$ cat config.mk
export PLATFORM = sky130hd
export DESIGN_NAME = axil_csr_bank
export DESIGN_NICKNAME = d
export VERILOG_FILES = /design/src/rtl/axil_csr_bank.sv
export SDC_FILE = /design/constraint.sdc
export NUM_CORES = 1
export LEC_CHECK = 0
export CORE_ASPECT_RATIO = 1.25
export CORE_MARGIN = 3
export CORE_UTILIZATION = 35
export CTS_CLUSTER_DIAMETER = 60
export CTS_CLUSTER_SIZE = 25
export DETAILED_ROUTE_END_ITERATION = 8
export GPL_TIMING_DRIVEN = 0
export PLACE_DENSITY = 0.77
export SETUP_SLACK_MARGIN = 0.1
export SYNTH_ARGS = -nofsm -noshare
export SYNTH_HDL_FRONTEND = slang
export SYNTH_SLANG_ARGS = --single-unit
$ cat constraint.sdc
create_clock -name aclk -period 10 [get_ports aclk]
set_clock_uncertainty 0.1 [all_clocks]
set_input_delay 3 -clock aclk [delete_from_list [all_inputs] [get_ports aclk]]
set_output_delay 3 -clock aclk [all_outputs]
set_load 0.01 [all_outputs]
$ cat src/rtl/axil_csr_bank.sv
// AXI4-Lite control/status register bank: byte-strobed RW control registers, RO status
// registers with read strobes, and optional level/edge interrupt capture with W1C status.
module axil_csr_bank #(
    parameter int DATA_W     = 32,
    parameter int ADDR_W     = 12,
    parameter int CTRL       = 4,
    parameter int STAT       = 4,
    parameter int INTERRUPTS = 0,
    parameter logic [((INTERRUPTS > 0) ? INTERRUPTS : 1)-1:0] IRQ_EDGE = '0
) (
    input  logic                                         aclk,
    input  logic                                         areset,
    input  logic                                         awValid,
    output logic                                         awReady,
    input  logic [ADDR_W-1:0]                            awAddr,
    input  logic                                         wValid,
    output logic                                         wReady,
    input  logic [DATA_W-1:0]                            wData,
    input  logic [DATA_W/8-1:0]                          wStrb,
    output logic                                         bValid,
    input  logic                                         bReady,
    output logic [1:0]                                   bResp,
    input  logic                                         arValid,
    output logic                                         arReady,
    input  logic [ADDR_W-1:0]                            arAddr,
    output logic                                         rValid,
    input  logic                                         rReady,
    output logic [DATA_W-1:0]                            rData,
    output logic [1:0]                                   rResp,
    output logic [CTRL*DATA_W-1:0]                       ctrl,
    output logic [CTRL*DATA_W/8-1:0]                     ctrlWr,
    input  logic [((STAT > 0) ? STAT : 1)*DATA_W-1:0]    stat,
    output logic [((STAT > 0) ? STAT : 1)-1:0]           statRd,
    input  logic [((INTERRUPTS > 0) ? INTERRUPTS : 1)-1:0] interrupts,
    output logic                                         irq
);

    localparam int  STRB_W  = DATA_W / 8;
    localparam int  OFF_W   = $clog2(STRB_W);
    localparam int  STAT_N  = (STAT > 0) ? STAT : 1;
    localparam int  IRQ_W   = (INTERRUPTS > 0) ? INTERRUPTS : 1;
    localparam bit  HAS_IRQ = (INTERRUPTS > 0);

    localparam logic [ADDR_W-1:0] STAT_BASE    = ADDR_W'(CTRL);
    localparam logic [ADDR_W-1:0] IRQ_EN_IDX   = ADDR_W'(CTRL + STAT);
    localparam logic [ADDR_W-1:0] IRQ_STAT_IDX = ADDR_W'(CTRL + STAT + 1);
    localparam logic [ADDR_W-1:0] IRQ_PEND_IDX = ADDR_W'(CTRL + STAT + 2);

    typedef enum logic [1:0] {
        RESP_OKAY   = 2'b00,
        RESP_SLVERR = 2'b10,
        RESP_DECERR = 2'b11
    } resp_t;

    logic              aw_held, w_held;
    logic [ADDR_W-1:0] aw_idx;
    logic [DATA_W-1:0] w_data;
    logic [STRB_W-1:0] w_strb;
    logic [DATA_W-1:0] w_mask;
    logic [DATA_W-1:0] ctrl_r [CTRL];
    logic [IRQ_W-1:0]  irq_en, irq_stat, irq_prev;
    logic [IRQ_W-1:0]  irq_en_d, irq_stat_d, irq_event, irq_clr;

    logic              commit;
    logic [CTRL-1:0]   wr_ctrl;
    logic              wr_irq_en, wr_irq_stat;
    resp_t             wr_resp;

    logic [ADDR_W-1:0] ar_idx;
    logic [DATA_W-1:0] rd_data;
    resp_t             rd_resp;
    logic [STAT_N-1:0] rd_stat;

    assign awReady = !aw_held && !areset;
    assign wReady  = !w_held && !areset;
    assign arReady = (!rValid || rReady) && !areset;
    assign commit  = aw_held && w_held && (!bValid || bReady);
    assign ar_idx  = arAddr >> OFF_W;

    for (genvar i = 0; i < CTRL; i++) begin : g_ctrl_out
        assign ctrl[i*DATA_W +: DATA_W] = ctrl_r[i];
    end

    // NOTE: every always_comb output is given a default first, so no latch can be inferred.
    always_comb begin
        w_mask = '0;
        for (int b = 0; b < STRB_W; b++) w_mask[b*8 +: 8] = {8{w_strb[b]}};
    end

    // Write-side decode of the held address.
    always_comb begin
        wr_resp     = RESP_DECERR;
        wr_ctrl     = '0;
        wr_irq_en   = 1'b0;
        wr_irq_stat = 1'b0;
        for (int i = 0; i < CTRL; i++) begin
            if (aw_idx == ADDR_W'(i)) begin
                wr_ctrl[i] = 1'b1;
                wr_resp    = RESP_OKAY;
            end
        end
        for (int i = 0; i < STAT; i++) begin
            if (aw_idx == STAT_BASE + ADDR_W'(i)) wr_resp = RESP_SLVERR;
        end
        if (HAS_IRQ) begin
            if (aw_idx == IRQ_EN_IDX) begin
                wr_irq_en = 1'b1;
                wr_resp   = RESP_OKAY;
            end
            if (aw_idx == IRQ_STAT_IDX) begin
                wr_irq_stat = 1'b1;
                wr_resp     = RESP_OKAY;
            end
            if (aw_idx == IRQ_PEND_IDX) wr_resp = RESP_SLVERR;
        end
    end

    // Read mux works on current register state, so a same-cycle commit is not visible.
    always_comb begin
        rd_data = '0;
        rd_resp = RESP_DECERR;
        rd_stat = '0;
        for (int i = 0; i < CTRL; i++) begin
            if (ar_idx == ADDR_W'(i)) begin
                rd_data = ctrl_r[i];
                rd_resp = RESP_OKAY;
            end
        end
        for (int i = 0; i < STAT; i++) begin
            if (ar_idx == STAT_BASE + ADDR_W'(i)) begin
                rd_data    = stat[i*DATA_W +: DATA_W];
                rd_resp    = RESP_OKAY;
                rd_stat[i] = 1'b1;
            end
        end
        if (HAS_IRQ) begin
            if (ar_idx == IRQ_EN_IDX) begin
                rd_data = DATA_W'(irq_en);
                rd_resp = RESP_OKAY;
            end
            if (ar_idx == IRQ_STAT_IDX) begin
                rd_data = DATA_W'(irq_stat);
                rd_resp = RESP_OKAY;
            end
            if (ar_idx == IRQ_PEND_IDX) begin
                rd_data = DATA_W'(irq_stat & irq_en);
                rd_resp = RESP_OKAY;
            end
        end
    end

    // A new capture takes priority over a write-1-to-clear of the same bit.
    always_comb begin
        irq_event  = (interrupts & ~irq_prev & IRQ_EDGE) | (interrupts & ~IRQ_EDGE);
        irq_clr    = (commit && wr_irq_stat) ? (w_data[IRQ_W-1:0] & w_mask[IRQ_W-1:0]) : '0;
        irq_en_d   = irq_en;
        irq_stat_d = '0;
        if (commit && wr_irq_en)
            irq_en_d = (irq_en & ~w_mask[IRQ_W-1:0]) | (w_data[IRQ_W-1:0] & w_mask[IRQ_W-1:0]);
        if (HAS_IRQ) irq_stat_d = (irq_stat & ~irq_clr) | (irq_event & irq_en);
        else         irq_en_d   = '0;
    end

    // NOTE: the write payload is only consumed while its hold flag is set, so it carries no reset.
    always_ff @(posedge aclk) begin
        if (awValid && awReady) aw_idx <= awAddr >> OFF_W;
        if (wValid && wReady) begin
            w_data <= wData;
            w_strb <= wStrb;
        end
    end

    always_ff @(posedge aclk) begin
        if (areset) begin
            aw_held  <= 1'b0;
            w_held   <= 1'b0;
            bValid   <= 1'b0;
            bResp    <= RESP_OKAY;
            rValid   <= 1'b0;
            rData    <= '0;
            rResp    <= RESP_OKAY;
            ctrlWr   <= '0;
            statRd   <= '0;
            irq_en   <= '0;
            irq_stat <= '0;
            irq_prev <= '0;
            irq      <= 1'b0;
            for (int i = 0; i < CTRL; i++) ctrl_r[i] <= '0;
        end else begin
            if (commit) begin
                aw_held <= 1'b0;
                w_held  <= 1'b0;
                bValid  <= 1'b1;
                bResp   <= wr_resp;
            end else begin
                if (awValid && awReady) aw_held <= 1'b1;
                if (wValid && wReady)   w_held  <= 1'b1;
                if (bReady)             bValid  <= 1'b0;
            end

            for (int i = 0; i < CTRL; i++) begin
                if (commit && wr_ctrl[i]) ctrl_r[i] <= (ctrl_r[i] & ~w_mask) | (w_data & w_mask);
                ctrlWr[i*STRB_W +: STRB_W] <= (commit && wr_ctrl[i]) ? w_strb : '0;
            end

            if (arValid && arReady) begin
                rValid <= 1'b1;
                rData  <= rd_data;
                rResp  <= rd_resp;
            end else if (rReady) begin
                rValid <= 1'b0;
            end
            statRd <= (arValid && arReady) ? rd_stat : '0;

            irq_prev <= interrupts;
            irq_en   <= irq_en_d;
            irq_stat <= irq_stat_d;
            irq      <= |irq_stat;
        end
    end

endmodule

==> results.py <==
metrics = {
    "detailed_routing": {
        "via_per_inst": 5.52,
        "routedWlPerCell_um": 24.2,
        "drc": 0,
        "drt_pass1_iterations": 5,
        "drt-initial-drc-count": 930,
        "vias": 10516,
        "drtAntennaViolNets": 0,
        "wirelength_um": 46100,
    },
    "clocking": {
        "cts_resized": 0,
        "clkSinkCount": 233,
        "h-tree-depth": 1,
        "clk_latency_ns": 0.51,
        "cts_tree": "done",
        "root_buffer": "clkbuf_16",
        "post-cts-setup-buffers": 0,
        "clk_pin_slew_worst_paths_ns": 0.08,
        "cts_buffer_depth": 3,
        "numCtsBuffers": 19,
        "postCtsHoldBufs": 0,
    },
    "timing": {
        "fmax_mhz": 121,
        "timing.final.ws_setup_ns": 1.72,
        "slew_headroom_pct": 23.7,
        "fin_setup_tns_ns": 0,
        "worst_slew_pin_slew_ns": 1.14,
        "finalSetupViolCount": 0,
        "finalHoldViolations": 0,
        "hold_ws_ns": 0.417,
        "rsz0062_at_grt": "false",
        "final_min_period_over_clock_period_pct": 82.8,
        "drv_slew": 0,
        "period_needed_ns": 8.28,
    },
    "cells_and_area": {
        "syn_to_final_growth_pct": 45.8,
        "post_route_cells_drive_above_1_share_pct": 10.3,
        "finalNetCount": 1676,
        "fillCellCount": 2826,
        "multi_input_area_um2": 4250,
        "seq_area_um2": 6410,
    },
    "worst_setup_path": {
        "cp.required_ns": 6.90,
        "crit_chain": "clkdlybuf4s50_1, clkbuf_1, clkbuf_1, nor2_1, clkdlybuf4s50_1",
        "crit_type": "primary input to output port",
        "endpoint_kind": "output port",
        "path_max_fanout": 10,
        "crit_family": "buffers and inverters",
        "r2r_setup_slack_ns": 7.01,
        "crit_buf_inv": 4,
        "start_kind": "primary input",
        "max_stage_delay_ns": 0.55,
        "critPathArrivalTime_ns": 5.18,
        "crit_path_top_delay_cell": "clkdlybuf4s50_1",
    },
    "pwr": {
        "power.leakage_nw": 5.52,
        "ir_worst_vdd_mv": 0.0796,
        "powerDensity_nw_per_um2": 135,
    },
    "yosys": {
        "synthFlopType": "edfxtp_1",
        "synth_area_um2": 11100,
        "yosysSeqAreaShare_pct": 57.8,
        "synthTopCellsByArea": "edfxtp_1 (47%), dfxtp_1 (11%), nand2_1 (7.8%)",
        "synth_top_area_share_pct": 47.2,
        "yosys_warnings": 0,
        "synth_edf_count": 174,
        "syn-instance-count": 1079,
        "synth.distinct_cells": 50,
        "synth_fp_nets": 1275,
        "syn_area_per_cell_um2": 10.3,
        "ys_seq_elements": 233,
        "async_flop_share_pct": 0,
        "synth_top_cell_by_area": "edfxtp_1",
    },
    "global_route": {
        "grt.overflow.total": 0,
        "track_usage_pct": 26.0,
        "first_global_vias": 10759,
        "grt_max_degree": 33,
        "grt_pass1_wl_um": 65600,
        "antenna_found_initial": 8,
    },
    "floorplanning": {
        "initial_core_util_pct": 35.6,
        "pin_count": 386,
        "coreArea_um2": 31100,
        "num_rows": 72,
        "die_h_um": 205,
        "dieArea_um2": 33800,
        "die_x_um": 165,
    },
    "outcome": {
        "status": "completed",
    },
    "placed_design": {
        "gp_congestion": 0.859,
        "dp_hpwl_um": 34300,
        "io_buffers": 377,
        "dp_slack_ns": 1.71,
    },
    "min_path": {
        "hold_class": "register to register",
    },
    "run": {
        "cap_violations": 0,
    },
}
## worst paths after layout
check	startpoint	to	cells past startpoint
worst max-delay path	areset	arReady	5
worst min-delay path	bResp[0]	bResp[0]	2
worst max register to register	aw_idx[7]	ctrl_r[1][29]	3
worst min register to register	bResp[0]	bResp[0]	2
## where the power goes
part / switching (mW) / leakage, nW / internal (mW)
Sequential: 0.0214 / 2.22 / 1.07
Combinational: 0.129 / 2.96 / 0.136
Clock: 0.400 / 0.336 / 0.427
Total: 0.551 / 5.52 / 1.63
## per-stage QoR
step | power, mW | utilization [%] | instances | instance area (um^2)
finish | 2.18 | 52.0 | 1904 | 16200
global route | 2.24 | 51.9 | 1902 | 16100
CTS | 2.19 | 51.9 | 1899 | 16100
detailed placement | 1.37 | 49.7 | 1866 | 15500
global placement | 1.36 | 49.4 | 1863 | 15400
floorplan | 1.20 | - | 1079 | 11100
## synth_stat cells (3+ instances only)
master    count
a21oi_1     168
a21oi_2      23
a21oi_4       3
a31oi_1      30
and2_1        4
and3_1       31
buf_1         4
buf_12        3
buf_2         9
buf_6         3
clkbuf_1     66
clkinv_1      4
dfxtp_1      59
edfxtp_1    174
mux2_2       60
mux2i_1       3
nand2_1     230
nand2b_1      3
nand3_1       4
nor2_1       26
nor2_2        4
nor2b_1      38
nor3_1        8
o21ai_0      61
o22ai_1      30
or3_1         3
## cell usage in the layout, fill, tap and decap left out, drive strengths merged, types with 6 or more instances in the layout
cell type / netlist / layout
nand2: 231 / 231
and3: 31 / 31
nor2: 30 / 30
clkbuf: 66 / 89
dfxtp: 59 / 59
nor2b: 38 / 38
inv: 1 / 6
clkinv: 4 / 8
clkdlybuf4s50: 0 / 377
nor3: 9 / 9
buf: 21 / 24
mux2: 60 / 60
a31oi: 30 / 30
o21ai: 61 / 61
edfxtp: 174 / 174
o22ai: 30 / 30
a21oi: 194 / 194
## layout make-up
type                            instances  share of cell area (%)
Sequential cell                       233                    39.7
Multi-Input combinational cell        754                    26.3
Timing Repair Buffer                  380                    23.9
Clock buffer                           23                    3.28
Tap cell                              407                    3.15
Buffer                                 87                    2.58
Clock inverter                         10                   0.945
Inverter                                5                   0.116
Antenna cell                            5                  0.0775
## worst reg2reg max path, delay by kind of cell (launching register included)
kind	cells	cell delay, ns
AOI/OAI and AO/OA	1	1.00
DFF	1	0.37
and+or+nand+nor	2	1.10
## flip-flops by register name, indices dropped and copies added (netlist names), 2 cells and up
| signal | count |
|---|---|
| aw_idx | 10 |
| bResp | 2 |
| ctrlWr | 16 |
| ctrl_r | 128 |
| rData | 32 |
| statRd | 4 |
| w_data | 32 |
| w_strb | 4 |
## logic make-up after synthesis
kind of cell,Yosys count,synth area share (%)
and+or+nand+nor,364,14.9
AOI/OAI and AO/OA,325,16.7
DFF,233,57.8
buffers and inverters,92,3.93
muxes,64,6.57
other,1,0.0339
## layer usage
metal / vias to the layer above / GRT usage [%] / share of wire, %
met5: - / 0 / 0.20
met4: 10 / 13.2 / 4.8
met3: 143 / 5.50 / 8.9
met2: 670 / 45.0 / 50
met1: 4993 / 30.2 / 36
li1: 4700 / - / -
No activity file was read; power rests on OpenSTA's default activity.
